**src/rtl/opfetch_pkg.sv**
```systemverilog
// Shared types for the operand sequencer: fetch FSM states and the ROM pair layout.
package opfetch_pkg;

  typedef enum logic [2:0] {
    IDLE   = 3'd0,
    SET_A  = 3'd1,
    WAIT_A = 3'd2,
    SET_B  = 3'd3,
    WAIT_B = 3'd4
  } fetch_state_t;

  // Pair p lives at {p, OPA_OFFSET} and {p, OPB_OFFSET}.
  localparam logic OPA_OFFSET = 1'b0;
  localparam logic OPB_OFFSET = 1'b1;

endpackage

```
**src/rtl/key_debounce.sv**
```systemverilog
// Push-button conditioner: 2-FF synchronizer, stability counter, and a one-cycle
// press pulse on an accepted high-to-low transition of the active-low key.
module key_debounce #(
  parameter int DEBOUNCE_CYCLES = 500000
) (
  input  logic clk,
  input  logic reset,
  input  logic key_n,
  output logic press
);

  localparam int CNT_W = $clog2(DEBOUNCE_CYCLES + 1);
  localparam logic [CNT_W-1:0] CNT_MAX = CNT_W'(DEBOUNCE_CYCLES);

  logic             sync1_r;
  logic             sync2_r;
  logic             level_r;
  logic [CNT_W-1:0] cnt_r;
  logic             press_r;

  // Synchronize, time the stable interval, and accept the new level once it has held.
  always_ff @(posedge clk or posedge reset) begin
    if (reset) begin
      sync1_r <= 1'b1;
      sync2_r <= 1'b1;
      level_r <= 1'b1;
      cnt_r   <= '0;
      press_r <= 1'b0;
    end else begin
      sync1_r <= key_n;
      sync2_r <= sync1_r;
      press_r <= 1'b0;
      // sync1 != sync2 means the synchronized level changes on this edge.
      if (sync1_r != sync2_r) begin
        cnt_r <= '0;
      end else if (cnt_r != CNT_MAX) begin
        cnt_r <= cnt_r + CNT_W'(1);
      end else begin
        cnt_r <= cnt_r;
      end
      if ((cnt_r == CNT_MAX) && (sync2_r != level_r)) begin
        level_r <= sync2_r;
        press_r <= ~sync2_r;
      end else begin
        level_r <= level_r;
      end
    end
  end

  assign press = press_r;

endmodule

```
**src/rtl/operand_fetch.sv**
```systemverilog
// Operand pair sequencer: two ROM reads per pair, committed to OpA/OpB together.
// Optional auto-stepping timer is enabled with the OPFETCH_AUTO_EN macro.
module operand_fetch
  import opfetch_pkg::*;
#(
  parameter int ADDR_W          = 4,
  parameter int DATA_W          = 8,
  parameter int DEBOUNCE_CYCLES = 500000
`ifdef OPFETCH_AUTO_EN
  ,
  parameter int AUTO_PERIOD     = 50000000
`endif
) (
  input  logic              clk,
  input  logic              reset,
  input  logic              step_n,
  output logic [ADDR_W-1:0] rom_addr,
  input  logic [DATA_W-1:0] rom_data,
  output logic [DATA_W-1:0] OpA,
  output logic [DATA_W-1:0] OpB,
  output logic              operand_valid,
  output logic [ADDR_W-2:0] pair_index
`ifdef OPFETCH_AUTO_EN
  ,
  input  logic              auto_run
`endif
);

  localparam int PAIR_W = ADDR_W - 1;

  fetch_state_t      state_r;
  fetch_state_t      state_next;
  logic [PAIR_W-1:0] pair_r;
  logic [PAIR_W-1:0] pair_next;
  logic              pending_r;
  logic              pending_next;
  logic              init_r;
  logic              trigger;
  logic [ADDR_W-1:0] addr_r;
  logic [DATA_W-1:0] shadow_r;
  logic [DATA_W-1:0] opa_r;
  logic [DATA_W-1:0] opb_r;
  logic              valid_r;
  logic              key_press;
  logic              step_req;

  key_debounce #(
    .DEBOUNCE_CYCLES(DEBOUNCE_CYCLES)
  ) u_key (
    .clk   (clk),
    .reset (reset),
    .key_n (step_n),
    .press (key_press)
  );

`ifdef OPFETCH_AUTO_EN
  localparam int AUTO_W = $clog2(AUTO_PERIOD + 1);
  logic [AUTO_W-1:0] auto_cnt_r;
  logic              auto_req_r;

  // Periodic step request while auto_run is held; idles at zero otherwise.
  always_ff @(posedge clk or posedge reset) begin
    if (reset) begin
      auto_cnt_r <= '0;
      auto_req_r <= 1'b0;
    end else if (!auto_run) begin
      auto_cnt_r <= '0;
      auto_req_r <= 1'b0;
    end else if (auto_cnt_r == AUTO_W'(AUTO_PERIOD - 1)) begin
      auto_cnt_r <= '0;
      auto_req_r <= 1'b1;
    end else begin
      auto_cnt_r <= auto_cnt_r + AUTO_W'(1);
      auto_req_r <= 1'b0;
    end
  end

  assign step_req = key_press | auto_req_r;
`else
  assign step_req = key_press;
`endif

  // Next-state, trigger and one-deep pending request bookkeeping.
  always_comb begin
    state_next   = state_r;
    pair_next    = pair_r;
    pending_next = pending_r | step_req;
    trigger      = 1'b0;
    case (state_r)
      IDLE: begin
        if (init_r || pending_r || step_req) begin
          trigger    = 1'b1;
          state_next = SET_A;
          // The post-reset fetch shows pair 0; every later trigger advances.
          if (init_r) begin
            pair_next    = pair_r;
            pending_next = pending_r | step_req;
          end else if (pending_r) begin
            pair_next    = pair_r + PAIR_W'(1);
            pending_next = step_req;
          end else begin
            pair_next    = pair_r + PAIR_W'(1);
            pending_next = 1'b0;
          end
        end else begin
          state_next = IDLE;
        end
      end
      SET_A:   state_next = WAIT_A;
      WAIT_A:  state_next = SET_B;
      SET_B:   state_next = WAIT_B;
      WAIT_B:  state_next = IDLE;
      default: state_next = IDLE;
    endcase
  end

  // State, address, shadow and committed operand registers.
  always_ff @(posedge clk or posedge reset) begin
    if (reset) begin
      state_r   <= IDLE;
      pair_r    <= '0;
      pending_r <= 1'b0;
      init_r    <= 1'b1;
      addr_r    <= '0;
      shadow_r  <= '0;
      opa_r     <= '0;
      opb_r     <= '0;
      valid_r   <= 1'b0;
    end else begin
      state_r   <= state_next;
      pair_r    <= pair_next;
      pending_r <= pending_next;
      if (trigger) begin
        init_r  <= 1'b0;
        addr_r  <= {pair_next, OPA_OFFSET};
        valid_r <= 1'b0;
      end else if (state_r == WAIT_A) begin
        shadow_r <= rom_data;
        addr_r   <= {pair_r, OPB_OFFSET};
      end else if (state_r == WAIT_B) begin
        opa_r   <= shadow_r;
        opb_r   <= rom_data;
        valid_r <= 1'b1;
      end else begin
        addr_r <= addr_r;
      end
    end
  end

  assign rom_addr      = addr_r;
  assign OpA           = opa_r;
  assign OpB           = opb_r;
  assign operand_valid = valid_r;
  assign pair_index    = pair_r;

endmodule

```
**config.mk**
```make
export PLATFORM = sky130hd
export DESIGN_NAME = operand_fetch
export DESIGN_NICKNAME = d
export VERILOG_FILES = /design/src/rtl/opfetch_pkg.sv /design/src/rtl/key_debounce.sv /design/src/rtl/operand_fetch.sv
export SDC_FILE = /design/constraint.sdc
export NUM_CORES = 1
export LEC_CHECK = 0
export BUFFER_PORTS_ARGS = -buffer_cell sky130_fd_sc_hd__buf_2
export CAP_MARGIN = 20
export CELL_PAD_IN_SITES_DETAIL_PLACEMENT = 1
export CELL_PAD_IN_SITES_GLOBAL_PLACEMENT = 2
export CORE_MARGIN = 2
export CORE_UTILIZATION = 37
export CTS_CLUSTER_SIZE = 25
export DETAILED_ROUTE_END_ITERATION = 10
export MAX_ROUTING_LAYER = met4
export PLACE_DENSITY = 0.88
export SLEW_MARGIN = 20
export SYNTH_ARGS = -nofsm -noshare
export SYNTH_HDL_FRONTEND = slang
export SYNTH_SLANG_ARGS = --single-unit
```
**constraint.sdc**
```tcl
create_clock -name clk -period 2 [get_ports clk]
set_input_delay 0.2 -clock clk [delete_from_list [all_inputs] [get_ports clk]]
set_output_delay 0.2 -clock clk [all_outputs]
set_load 0.1 [all_outputs]
```
==> tab_implementation.tex <==
\begin{tabular}{lr}
\hline
Metric & Value \\
\hline
\multicolumn{2}{l}{\textbf{STA}} \\
Clock period minus final worst setup slack & 1.92 ns \\
Final count of pins violating max slew & 0 \\
Top achievable clock speed & 0.520 GHz \\
Relative max-transition margin & 55.0\% \\
Final setup violating endpoints & 0 \\
Final Cycle Share & 96.2\% \\
Max Clock Skew & 0.00406 ns \\
Setup TNS & 0 ns \\
Final hold violations & 0 \\
Least-Margin Pin Slew & 0.671 ns \\
PnR worst setup slack & 0.0769 ns \\
\multicolumn{2}{l}{\textbf{Setup path}} \\
Depth of the worst register-to-register path & 5 \\
Biggest fanout along the worst timing path & 4 \\
Reg-to-reg startpoint & u\_key.cnt\_r[0]\$\_DFFE\_PP0P\_ \\
Crit Reg-Reg Endpoint & u\_key.cnt\_r[18]\$\_DFFE\_PP0P\_ \\
Class of the most critical setup path & flip-flop to flip-flop \\
Arrival time at the worst endpoint & 2.19 ns \\
CP peak stage delay & 0.57 ns \\
Worst path buffer plus inverter count & 0 \\
Top delay family on crit path & simple AND/OR/NAND/NOR gates \\
CP Launch Type & flip-flop \\
Ordered list of cells on the worst path & ha\_1 > nand3\_1 > or4\_1 > or3\_1 > a21oi\_1 \\
Slowest cell on crit path & sky130\_fd\_sc\_hd\_\_or4\_1 \\
Launching instance or port of the critical path & u\_key.cnt\_r[0]\$\_DFFE\_PP0P\_ \\
Setup slack, reg-to-reg & 0.08 ns \\
Critical path endpoint category & flip-flop \\
Worst path required time & 2.27 ns \\
CP Capture Point & u\_key.cnt\_r[18]\$\_DFFE\_PP0P\_ \\
Path length in cells of the critical path & 5 \\
\multicolumn{2}{l}{\textbf{Yosys}} \\
Count of unique library cells instantiated by Yosys & 39 \\
Share of async-settable or async-resettable flops after synthesis & 100\% \\
Cells after Synth & 219 \\
Flip-flop and latch count after synthesis & 60 \\
Syn\_nets & 233 \\
Library cell with the largest summed area after synthesis & sky130\_fd\_sc\_hd\_\_dfrtp\_1 \\
Synthesized area & 0.00260 mm² \\
Area share of the largest cell type after synthesis & 53.8\% \\
Part of the Yosys area used for sequential elements & 57.9\% \\
Count of flip-flops with a built-in enable after synthesis & 0 \\
Syn avg cell area & 11.9 µm² \\
Synthesis Warnings & 0 \\
Prevailing post-synth register cell & sky130\_fd\_sc\_hd\_\_dfrtp\_1 \\
Dominant cells by area after synthesis & sky130\_fd\_sc\_hd\_\_dfrtp\_1, sky130\_fd\_sc\_hd\_\_mux2\_2, sky130\_fd\_sc\_hd\_\_dfstp\_2, sky130\_fd\_sc\_hd\_\_xnor2\_1, sky130\_fd\_sc\_hd\_\_nor2\_1 \\
\multicolumn{2}{l}{\textbf{Job}} \\
Max cap viols & 0 \\
\multicolumn{2}{l}{\textbf{Final layout}} \\
Syn-to-layout area delta & 22.7\% \\
Most frequent cells in the layout & sky130\_fd\_sc\_hd\_\_dfrtp\_1, sky130\_fd\_sc\_hd\_\_buf\_2, sky130\_fd\_sc\_hd\_\_mux2\_2 \\
Number of diodes & 0 \\
Count of nets after finishing & 286 \\
Fill count & 747 \\
Commonest non-fill, non-tap cell in the layout & sky130\_fd\_sc\_hd\_\_dfrtp\_1 \\
Post-layout util & 47.0\% \\
Fraction of final layout cells sized beyond drive strength 1 & 36.8\% \\
\multicolumn{2}{l}{\textbf{Global route}} \\
Congestion Overflow GR & 0 \\
Aggregate global-route resource usage & 17.0\% \\
First-pass GRT wire length & 9600 µm \\
Via count of the first global-routing pass & 2003 \\
Number of antenna violations at the first check in global routing & 0 \\
Pin count of the biggest net entering global routing & 61 \\
\multicolumn{2}{l}{\textbf{Place}} \\
Final weighted congestion in routability-driven placement & 0.778 \\
Number of input and output port buffers inserted & 34 \\
Worst slack after detailed placement & 0.0943 ns \\
Post-DP HPWL & 3780 µm \\
\multicolumn{2}{l}{\textbf{Routing}} \\
Top layer used by detailed routing & met4 \\
Total length of routed met3 wires & 162 µm \\
Final routed wirelength across all metal layers & 5540 µm \\
Routed metal-1 wire length & 2550 µm \\
Avg Vias per Cell & 4.95 \\
Met2 Wirelength & 2680 µm \\
Remaining routing DRC violations & 0 \\
Number of DRC violations after detailed-routing iteration 0 & 90 \\
Number of nets with antenna violations after detailed routing & 0 \\
Number of detailed-route iterations in the first pass & 4 \\
Via total after detailed routing & 1847 \\
Mean routed wirelength per cell & 14.8 µm \\
\multicolumn{2}{l}{\textbf{Power}} \\
Power Dens Cells & 769 mW/mm² \\
Switching Power & 599 µW \\
Part of the power in the clock network & 44.7\% \\
Sequential cell fraction of total power & 50.6\% \\
Worst VDD drop & 0.000531 V \\
Standby leakage power & 1.56 nW \\
Part of the power in combinational logic & 4.7\% \\
Pint & 1.86 mW \\
Total power after layout & 2.46 mW \\
Net switching fraction of the power & 24.4\% \\
\multicolumn{2}{l}{\textbf{Clocking}} \\
TritonCTS clock tree & built \\
Sink Count & 60 \\
Clk Latency, worst-skew pair & 0.34 ns \\
H-tree levels & 3 \\
Worst-case clock buffer depth & 2 \\
Resized cells post-CTS & 0 \\
Clock slew at the register clock pins of the worst setup and hold paths & 0.07 ns \\
Clock root buffer & sky130\_fd\_sc\_hd\_\_clkbuf\_8 \\
TritonCTS buffer count & 9 \\
\multicolumn{2}{l}{\textbf{Floorplan}} \\
\# IOs & 35 \\
Area enclosed by the die boundary & 0.00772 mm² \\
Core outline area & 0.00679 mm² \\
Number of placement rows & 30 \\
Die Span X & 87.9 µm \\
Die outline height & 87.9 µm \\
Initial cell density of the core & 38.3\% \\
\multicolumn{2}{l}{\textbf{Outcome}} \\
Run status & complete, no violations \\
\multicolumn{2}{l}{\textbf{Min path}} \\
Worst hold-check path type & input port to flip-flop \\
\hline
\end{tabular}
==> final cells by class <==
cell class	instances	area [µm²]	area share [%]
Clock inverter	7	75.1	2.35
Multi-Input combinational cell	148	1050	33.0
Clock buffer	9	124	3.88
Sequential cell	60	1510	47.3
Inverter	5	18.8	0.588
Timing Repair Buffer	48	293	9.17
Tap cell	96	120	3.76
==> cells by family (layout without fill, tap and decap cells) <==
logic type	Yosys count	in the layout	synth area share, %
adders and majority gates	4	4	1.83
xor gates and xnor gates	16	16	5.38
buffers and inverters	11	69	1.63
and+or+nand+nor	80	80	16.7
AOI/OAI and AO/OA	21	21	4.90
muxes	27	27	11.6
DFF	60	60	57.9
==> worst min path at each step <==
stage / from / endpoint / slack [ns] / depth (start not counted)
after global placement: reset / u_key.cnt_r[17]$_DFFE_PP0P_ / 0.29 / 3
after global routing: rom_data[7] / OpB[7]$_DFFE_PP0P_ / 0.10 / 2
after floorplan: step_n / u_key.sync1_r$_DFF_PP1_ / 0.20 / 0
final: rom_data[6] / OpB[6]$_DFFE_PP0P_ / 0.10 / 2
after detailed placement: reset / u_key.cnt_r[17]$_DFFE_PP0P_ / 0.29 / 3
after CTS: rom_data[6] / OpB[6]$_DFFE_PP0P_ / 0.08 / 2
==> worst register-to-register path: stages (launching register included) <==
cell and delay, ns:
sky130_fd_sc_hd__dfrtp_1 0.41, sky130_fd_sc_hd__ha_1 0.23, sky130_fd_sc_hd__nand3_1 0.16, sky130_fd_sc_hd__or4_1 0.57, sky130_fd_sc_hd__or3_1 0.33, sky130_fd_sc_hd__a21oi_1 0.15
==> power by group through the flow <==
stage,clock network [mW],registers [mW],logic [mW]
after floorplan,0,1.26,0.0527
after global placement,0,1.26,0.0944
after detailed placement,0,1.27,0.0953
after CTS,1.14,1.24,0.0988
after global routing,1.19,1.24,0.133
final,1.10,1.24,0.116
==> stage by stage <==
stage	hold slack [ns]	cell area, µm²	std cells
after detailed placement	0.291	2940	351
after global routing	0.101	3190	373
final	0.104	3190	373
after floorplan	0.204	2610	219
after CTS	0.0828	3160	369
after global placement	0.286	2940	351
==> routing by layer <==
| metal | vias up | GRT usage (%) |
|---|---|---|
| met5 | - | - |
| met3 | 13 | 4.24 |
| li1 | 886 | - |
| met4 | 0 | 8.25 |
| met1 | 916 | 20.5 |
| met2 | 32 | 26.4 |
==> synthesized netlist by cell type, drive strengths merged, types with 4 or more instances <==
cell	number
a21oi	6
clkbuf	5
dfrtp	56
dfstp	4
inv	5
mux2	26
nand2	9
nand3	9
nand4	5
nor2	23
nor3	7
nor4	4
o21ai	7
or4	4
xnor2	11
xor2	5
==> registers in the layout, indices dropped and copies added, names as in the netlist <==
name           cells
u_key.cnt_r       19
OpA                8
OpB                8
shadow_r           8
rom_addr           4
pair_index         3
state_r            3
init_r             1
operand_valid      1
pending_r          1
u_key.level_r      1
u_key.press        1
u_key.sync1_r      1
u_key.sync2_r      1
==> timing repair <==
item                       in CTS  in global routing
setup endpoints to repair       0                  1
hold buffers                    2                  0
setup buffers                   0                  4
hold endpoints to repair       57                  0
(Power assumes the default switching activity.)
